**src/rtl/bike_drive_sequencer_if.sv**
```systemverilog
// Button and drive-output bundle between the bicycle drive sequencer and its
// surroundings; the sequencer uses the slave modport.
interface bike_drive_sequencer_if;
  logic       btn_start;
  logic       btn_up;
  logic       btn_down;
  logic       btn_rev;
  logic [1:0] division;
  logic       direction;
  logic       motor_en;
  logic [1:0] gear_target;
  logic       busy;
  logic [2:0] state;

  modport master (
    output btn_start, btn_up, btn_down, btn_rev,
    input  division, direction, motor_en, gear_target, busy, state
  );

  modport slave (
    input  btn_start, btn_up, btn_down, btn_rev,
    output division, direction, motor_en, gear_target, busy, state
  );
endinterface

```
**src/rtl/bike_drive_sequencer.sv**
```systemverilog
// Debounces the rider buttons and ramps the SPWM driver's gear (division) toward
// a target, sequencing brake-and-reverse and ramp-down stops.
module bike_drive_sequencer #(
  parameter int DEB_CYCLES   = 16,
  parameter int DWELL_CYCLES = 64
) (
  input  logic                   clk,
  input  logic                   reset,
  bike_drive_sequencer_if.slave  bus
);

  localparam int DW = $clog2(DEB_CYCLES + 1);
  localparam int WW = $clog2(DWELL_CYCLES);
  localparam logic [DW-1:0] DEB_LAST   = DW'(DEB_CYCLES - 1);
  localparam logic [DW-1:0] DEB_SAT    = DW'(DEB_CYCLES);
  localparam logic [WW-1:0] DWELL_LAST = WW'(DWELL_CYCLES - 1);

  typedef enum logic [2:0] {
    S_IDLE  = 3'd0,
    S_RAMP  = 3'd1,
    S_RUN   = 3'd2,
    S_BRAKE = 3'd3,
    S_STOP  = 3'd4
  } state_t;

  // Button bit order: 0 start, 1 up, 2 down, 3 rev
  logic [3:0]    w_btn;
  logic [3:0]    r_sync1, r_sync2, r_press;
  logic [DW-1:0] r_deb [4];

  state_t        r_state, w_state;
  logic [1:0]    r_division, w_division;
  logic          r_direction, w_direction;
  logic          r_motor_en, w_motor_en;
  logic [1:0]    r_gear_target, w_gear_target;
  logic          r_busy, w_busy;
  logic [WW-1:0] r_dwell, w_dwell;

  logic w_ev_start, w_ev_rev, w_ev_up, w_ev_down, w_gear_ok, w_step;

  assign w_btn = {bus.btn_rev, bus.btn_down, bus.btn_up, bus.btn_start};

  // Two-flop synchronizers and saturating stable-high counters; the press pulse
  // is registered the cycle the counter reaches DEB_CYCLES.
  always_ff @(posedge clk or negedge reset) begin
    if (!reset) begin
      r_sync1 <= 4'b0000;
      r_sync2 <= 4'b0000;
      r_press <= 4'b0000;
      for (int i = 0; i < 4; i++) r_deb[i] <= '0;
    end else begin
      r_sync1 <= w_btn;
      r_sync2 <= r_sync1;
      for (int i = 0; i < 4; i++) begin
        if (!r_sync2[i]) r_deb[i] <= '0;
        else if (r_deb[i] != DEB_SAT) r_deb[i] <= r_deb[i] + DW'(1);
        r_press[i] <= r_sync2[i] && (r_deb[i] == DEB_LAST);
      end
    end
  end

  // Start outranks rev, which outranks gear; opposing gear presses cancel.
  assign w_ev_start = r_press[0];
  assign w_ev_rev   = r_press[3] & ~r_press[0];
  assign w_gear_ok  = ~r_press[0] & ~r_press[3] & ~(r_press[1] & r_press[2]);
  assign w_ev_up    = r_press[1] & w_gear_ok;
  assign w_ev_down  = r_press[2] & w_gear_ok;
  assign w_step     = (r_dwell == DWELL_LAST);

  // Next-state, next-output and dwell-counter logic
  always_comb begin
    w_state       = r_state;
    w_division    = r_division;
    w_direction   = r_direction;
    w_motor_en    = r_motor_en;
    w_gear_target = r_gear_target;
    w_busy        = 1'b0;
    w_dwell       = '0;

    if (w_ev_up && (r_gear_target != 2'd3)) w_gear_target = r_gear_target + 2'd1;
    else if (w_ev_down && (r_gear_target != 2'd0)) w_gear_target = r_gear_target - 2'd1;
    else w_gear_target = r_gear_target;

    case (r_state)
      S_IDLE: begin
        if (w_ev_start) begin
          w_state    = S_RAMP;
          w_motor_en = 1'b1;
        end else if (w_ev_rev) begin
          w_direction = ~r_direction;
        end else begin
          w_state = S_IDLE;
        end
      end
      S_RAMP: begin
        if (w_ev_start) w_state = S_STOP;
        else if (w_ev_rev) w_state = S_BRAKE;
        else if (r_division == r_gear_target) w_state = S_RUN;
        else if (w_step) begin
          if (r_division < r_gear_target) w_division = r_division + 2'd1;
          else w_division = r_division - 2'd1;
        end else begin
          w_state = S_RAMP;
        end
      end
      S_RUN: begin
        if (w_ev_start) w_state = S_STOP;
        else if (w_ev_rev) w_state = S_BRAKE;
        else if (r_division != r_gear_target) w_state = S_RAMP;
        else w_state = S_RUN;
      end
      S_BRAKE: begin
        if (w_ev_start) w_state = S_STOP;
        else if (r_division == 2'd0) begin
          w_state     = S_RAMP;
          w_direction = ~r_direction;
        end else if (w_step) w_division = r_division - 2'd1;
        else w_state = S_BRAKE;
      end
      S_STOP: begin
        if (r_division == 2'd0) begin
          w_state    = S_IDLE;
          w_motor_en = 1'b0;
        end else if (w_step) w_division = r_division - 2'd1;
        else w_state = S_STOP;
      end
      default: begin
        w_state    = S_IDLE;
        w_division = 2'd0;
        w_motor_en = 1'b0;
      end
    endcase

    // Dwell restarts on entry to any stepping state and wraps after each step
    if ((w_state == S_RAMP) || (w_state == S_BRAKE) || (w_state == S_STOP)) begin
      w_busy = 1'b1;
      if ((w_state != r_state) || w_step) w_dwell = '0;
      else w_dwell = r_dwell + WW'(1);
    end else begin
      w_busy  = 1'b0;
      w_dwell = '0;
    end
  end

  // State and registered outputs
  always_ff @(posedge clk or negedge reset) begin
    if (!reset) begin
      r_state       <= S_IDLE;
      r_division    <= 2'd0;
      r_direction   <= 1'b1;
      r_motor_en    <= 1'b0;
      r_gear_target <= 2'd0;
      r_busy        <= 1'b0;
      r_dwell       <= '0;
    end else begin
      r_state       <= w_state;
      r_division    <= w_division;
      r_direction   <= w_direction;
      r_motor_en    <= w_motor_en;
      r_gear_target <= w_gear_target;
      r_busy        <= w_busy;
      r_dwell       <= w_dwell;
    end
  end

  assign bus.division    = r_division;
  assign bus.direction   = r_direction;
  assign bus.motor_en    = r_motor_en;
  assign bus.gear_target = r_gear_target;
  assign bus.busy        = r_busy;
  assign bus.state       = r_state;

endmodule
```
**src/flat_wrapper.sv**
```systemverilog
// flat-port wrapper written by rule: the top's interface ports become plain ports
module bike_drive_sequencer_flat 
#(
  parameter int DEB_CYCLES   = 16,
  parameter int DWELL_CYCLES = 64
)
  (clk, reset, bus_btn_start, bus_btn_up, bus_btn_down, bus_btn_rev, bus_division, bus_direction, bus_motor_en, bus_gear_target, bus_busy, bus_state);
  bike_drive_sequencer_if bus_i ();
  input  logic clk;
  input  logic reset;
  input wire logic [$bits(bus_i.btn_start)-1:0] bus_btn_start;
  input wire logic [$bits(bus_i.btn_up)-1:0] bus_btn_up;
  input wire logic [$bits(bus_i.btn_down)-1:0] bus_btn_down;
  input wire logic [$bits(bus_i.btn_rev)-1:0] bus_btn_rev;
  output wire logic [$bits(bus_i.division)-1:0] bus_division;
  output wire logic [$bits(bus_i.direction)-1:0] bus_direction;
  output wire logic [$bits(bus_i.motor_en)-1:0] bus_motor_en;
  output wire logic [$bits(bus_i.gear_target)-1:0] bus_gear_target;
  output wire logic [$bits(bus_i.busy)-1:0] bus_busy;
  output wire logic [$bits(bus_i.state)-1:0] bus_state;
  assign bus_i.btn_start = bus_btn_start;
  assign bus_i.btn_up = bus_btn_up;
  assign bus_i.btn_down = bus_btn_down;
  assign bus_i.btn_rev = bus_btn_rev;
  assign bus_division = bus_i.division;
  assign bus_direction = bus_i.direction;
  assign bus_motor_en = bus_i.motor_en;
  assign bus_gear_target = bus_i.gear_target;
  assign bus_busy = bus_i.busy;
  assign bus_state = bus_i.state;
  bike_drive_sequencer #(.DEB_CYCLES(DEB_CYCLES), .DWELL_CYCLES(DWELL_CYCLES)) u_core (.clk(clk), .reset(reset), .bus(bus_i));
endmodule
```
**config.mk**
```make
export PLATFORM = sky130hd
export DESIGN_NAME = bike_drive_sequencer_flat
export DESIGN_NICKNAME = d
export VERILOG_FILES = /design/src/rtl/bike_drive_sequencer_if.sv /design/src/rtl/bike_drive_sequencer.sv /design/src/flat_wrapper.sv
export SDC_FILE = /design/constraint.sdc
export NUM_CORES = 1
export LEC_CHECK = 0
export ABC_AREA = 1
export CORE_UTILIZATION = 34
export DETAILED_ROUTE_END_ITERATION = 16
export SYNTH_ARGS = -nofsm -noshare
export SYNTH_HDL_FRONTEND = slang
export SYNTH_SLANG_ARGS = --single-unit
```
**constraint.sdc**
```tcl
create_clock -name clk -period 2.1 [get_ports clk]
set_clock_uncertainty 0.1 [all_clocks]
set_input_delay 0.63 -clock clk [delete_from_list [all_inputs] [get_ports clk]]
set_output_delay 0.63 -clock clk [all_outputs]
set_load 0.03 [all_outputs]
```
==> impl_metrics.toml <==
[timing]
drv_slew = 0
relSlewSlack_pct = 69.5
finalSetupTns_ps = 0
min_period_over_period_pct = 95.8
min_period_ps = 2010
finalHoldViolCount = 0
setup_viol = 0
rsz0062_at_grt = "no"
worst_pin_slew_ps = 457
fmax_mhz = 497

[power]
leakage_nw = 1.44
power.density_mw_per_mm2 = 639
ir_worst_vdd_v = 0.000265

[routing]
routed_wl_um = 3750
vias_per_cell = 4.65
drt_pre_antenna_iters = 10
drc_errors = 2
vias = 1674
antenna_left = 0
drt-initial-drc-count = 91
wl_per_cell_um = 10.4

[placed_design]
place_hpwl_um = 2780
port_buffers = 15
gp_congestion = 0.796
dp.cells = 352

[grt]
first_global_vias = 1653
overflow = 0
grt_usage_pct = 12.1
grt_pass1_wl_um = 6900
grt_max_degree = 33
grt_antenna_before_repair = 0

[logic_synthesis]
synth-seq-cells = 48
synth.area.top_cells = "dfrtp_1 (51%), ha_1 (8.7%), inv_1 (7.8%)"
syn_avg_cell_area_um2 = 9.00
synth_top_area_cell = "dfrtp_1"
synth_top_area_share_pct = 50.9
ys_seq_area_share_pct = 52.0
synthesis.area_mm2 = 0.00231
yosys_warnings = 0
synthDistinctLibCells = 28
synth_nets = 279
synthCells = 257

[worst_setup_path]
crit_family = "buffers and inverters"
crit_type = "reg -> out"
path_max_fanout = 1
reg2reg_to = "u_core.r_dwell[3]$_DFF_PN0_"
critPathCaptureType = "output port"
crit_arrival_ps = 1280
critPathSlowestCell = "clkdlybuf4s50_1"
r2r_start = "u_core.r_dwell[0]$_DFF_PN0_"
cp_slowest_stage_delay_ps = 660
cp_num_buf_inv = 1
start_kind = "register"
crit_chain = "clkdlybuf4s50_1"
ff2ff_setup_slack_ps = 330
required_ps = 1370
reg2reg_depth = 12

[finish]
nNetsFinal = 304
stdcell_count = 360
drive_above_1_share_pct = 8.48
area_delta_synth_final_pct = 17.3
antenna_cells = 0

[cts]
cts_hold_buffers = 0
cts_tree = "yes"
htreeDepth = 2
clock_latency_ps = 300
cts-root-buf = "clkbuf_8"
numCtsBuffers = 5
cts_sinks = 48
cts_max_path_buffers = 2
path_clk_slew_ps = 100

[floorplanning]
rows = 29
initial_core_util_pct = 35.8
die_h_um = 84.5
fp.dieW_um = 84.5
core_mm2 = 0.00646
die_area_mm2 = 0.00713
ios = 16

[run_status]
status = "finished with violations"
violations = "DRC"

[job]
drv_cap = 0

[min_path]
hp-class = "in -> async"
flip-flops by register name, indices dropped and copies added, names as in the netlist:
signal,flops
u_core.r_deb,20
u_core.r_dwell,6
u_core.r_press,4
u_core.r_sync1,4
u_core.r_sync2,4
u_core.bus.state,3
u_core.bus.division,2
u_core.bus.gear_target,2
u_core.bus.busy,1
u_core.bus.direction,1
u_core.bus.motor_en,1
Yosys cell counts:
cell type	n
dfrtp_1	47
ha_1	16
nor3b_1	1
o211ai_1	2
a21boi_0	2
nand2_1	39
o21ai_0	16
inv_1	48
xnor2_1	1
nor2_1	18
a22oi_1	1
inv_2	3
nor2_2	4
o21ai_2	1
nand2_2	2
dfstp_2	1
a21oi_1	14
nand3b_1	1
nor3_1	4
o32ai_1	1
nand3_1	17
xor2_1	7
o22ai_1	1
and3_1	1
o2111ai_1	1
nand3_2	1
o21ai_1	3
nand4_1	4
where the power goes:
| part | internal (W) | switching, W |
|---|---|---|
| Sequential | 0.000950 | 0.0000211 |
| Clock | 0.000359 | 0.000320 |
| Combinational | 0.0000331 | 0.0000490 |
| Total | 0.00134 | 0.000390 |
per-stage QoR:
step           utilization, %  cell area [um^2]  power [W]  setup slack [ps]  hold slack (ps)
3_3_place_gp             40.1              2590    0.00107               195              233
2_1_floorplan               -              2310    0.00103               358              231
5_1_grt                  42.0              2710    0.00182              52.3              152
4_1_cts                  41.8              2700    0.00177              9.38              154
6_report                 42.0              2710    0.00173              89.0              146
3_5_place_dp             40.1              2590    0.00107               190              236
cell families after synthesis:
family                   count (synthesis)  synth area share [%]
AND/OR/NAND/NOR                         92                  17.9
buffers and inverters                   51                  8.28
flip-flops                              48                  52.0
AO/OA/AOI/OAI                           42                  10.2
adder cells (fa/ha/maj)                 16                  8.66
XOR/XNOR                                 8                  3.03
layout make-up:
cell class | instances | area (um^2)
Timing Repair Buffer | 18 | 188
Clock inverter | 3 | 46.3
Inverter | 51 | 191
Clock buffer | 5 | 68.8
Tap cell | 77 | 96.3
Fill cell | 657 | 3750
Sequential cell | 48 | 1200
Multi-Input combinational cell | 158 | 918
layout by cell type, fill, tap and decap left out, types with 3 or more instances in the layout:
master	instances
inv_1	48
dlygate4sd2_1	4
nand2_1	39
xor2_1	7
a21oi_1	14
dlymetal6s2s_1	5
ha_1	16
o21ai_0	16
o21ai_1	3
dfrtp_1	47
clkbuf_8	5
nor2_2	4
nand4_1	4
nor3_1	4
nor2_1	18
inv_2	3
clkdlybuf4s50_1	5
nand3_1	17
timing repair:
| action | 4_1_cts | 5_1_grt |
|---|---|---|
| gates resized for setup | 4 | 5 |
| hold endpoints to repair | 0 | 0 |
| pin swaps | 0 | 0 |
| endpoints found under the setup margin | 4 | 5 |
| setup buffers | 0 | 0 |
worst max path at each step:
stage / from / end / slack [ps] / depth (start not counted)
after floorplan: u_core.bus.gear_target[1]$_DFFE_PN0P_ / u_core.r_dwell[0]$_DFF_PN0_ / 360 / 10
after global placement: u_core.bus.direction$_DFFE_PN1P_ / bus_direction / 190 / 1
after detailed placement: u_core.bus.direction$_DFFE_PN1P_ / bus_direction / 190 / 1
after CTS: u_core.bus.gear_target[1]$_DFFE_PN0P_ / bus_gear_target[1] / 9 / 1
after global routing: u_core.bus.busy$_DFF_PN0_ / bus_busy / 50 / 1
final: u_core.bus.busy$_DFF_PN0_ / bus_busy / 90 / 1
metal layers:
layer,vias to the layer above,wire [um],global-route usage [%]
li1,875,-,-
met1,772,1790,14.1
met2,21,1770,20.9
met3,6,136,3.24
met4,0,62,5.39
met5,-,0,0
(Power assumes the default switching activity.)
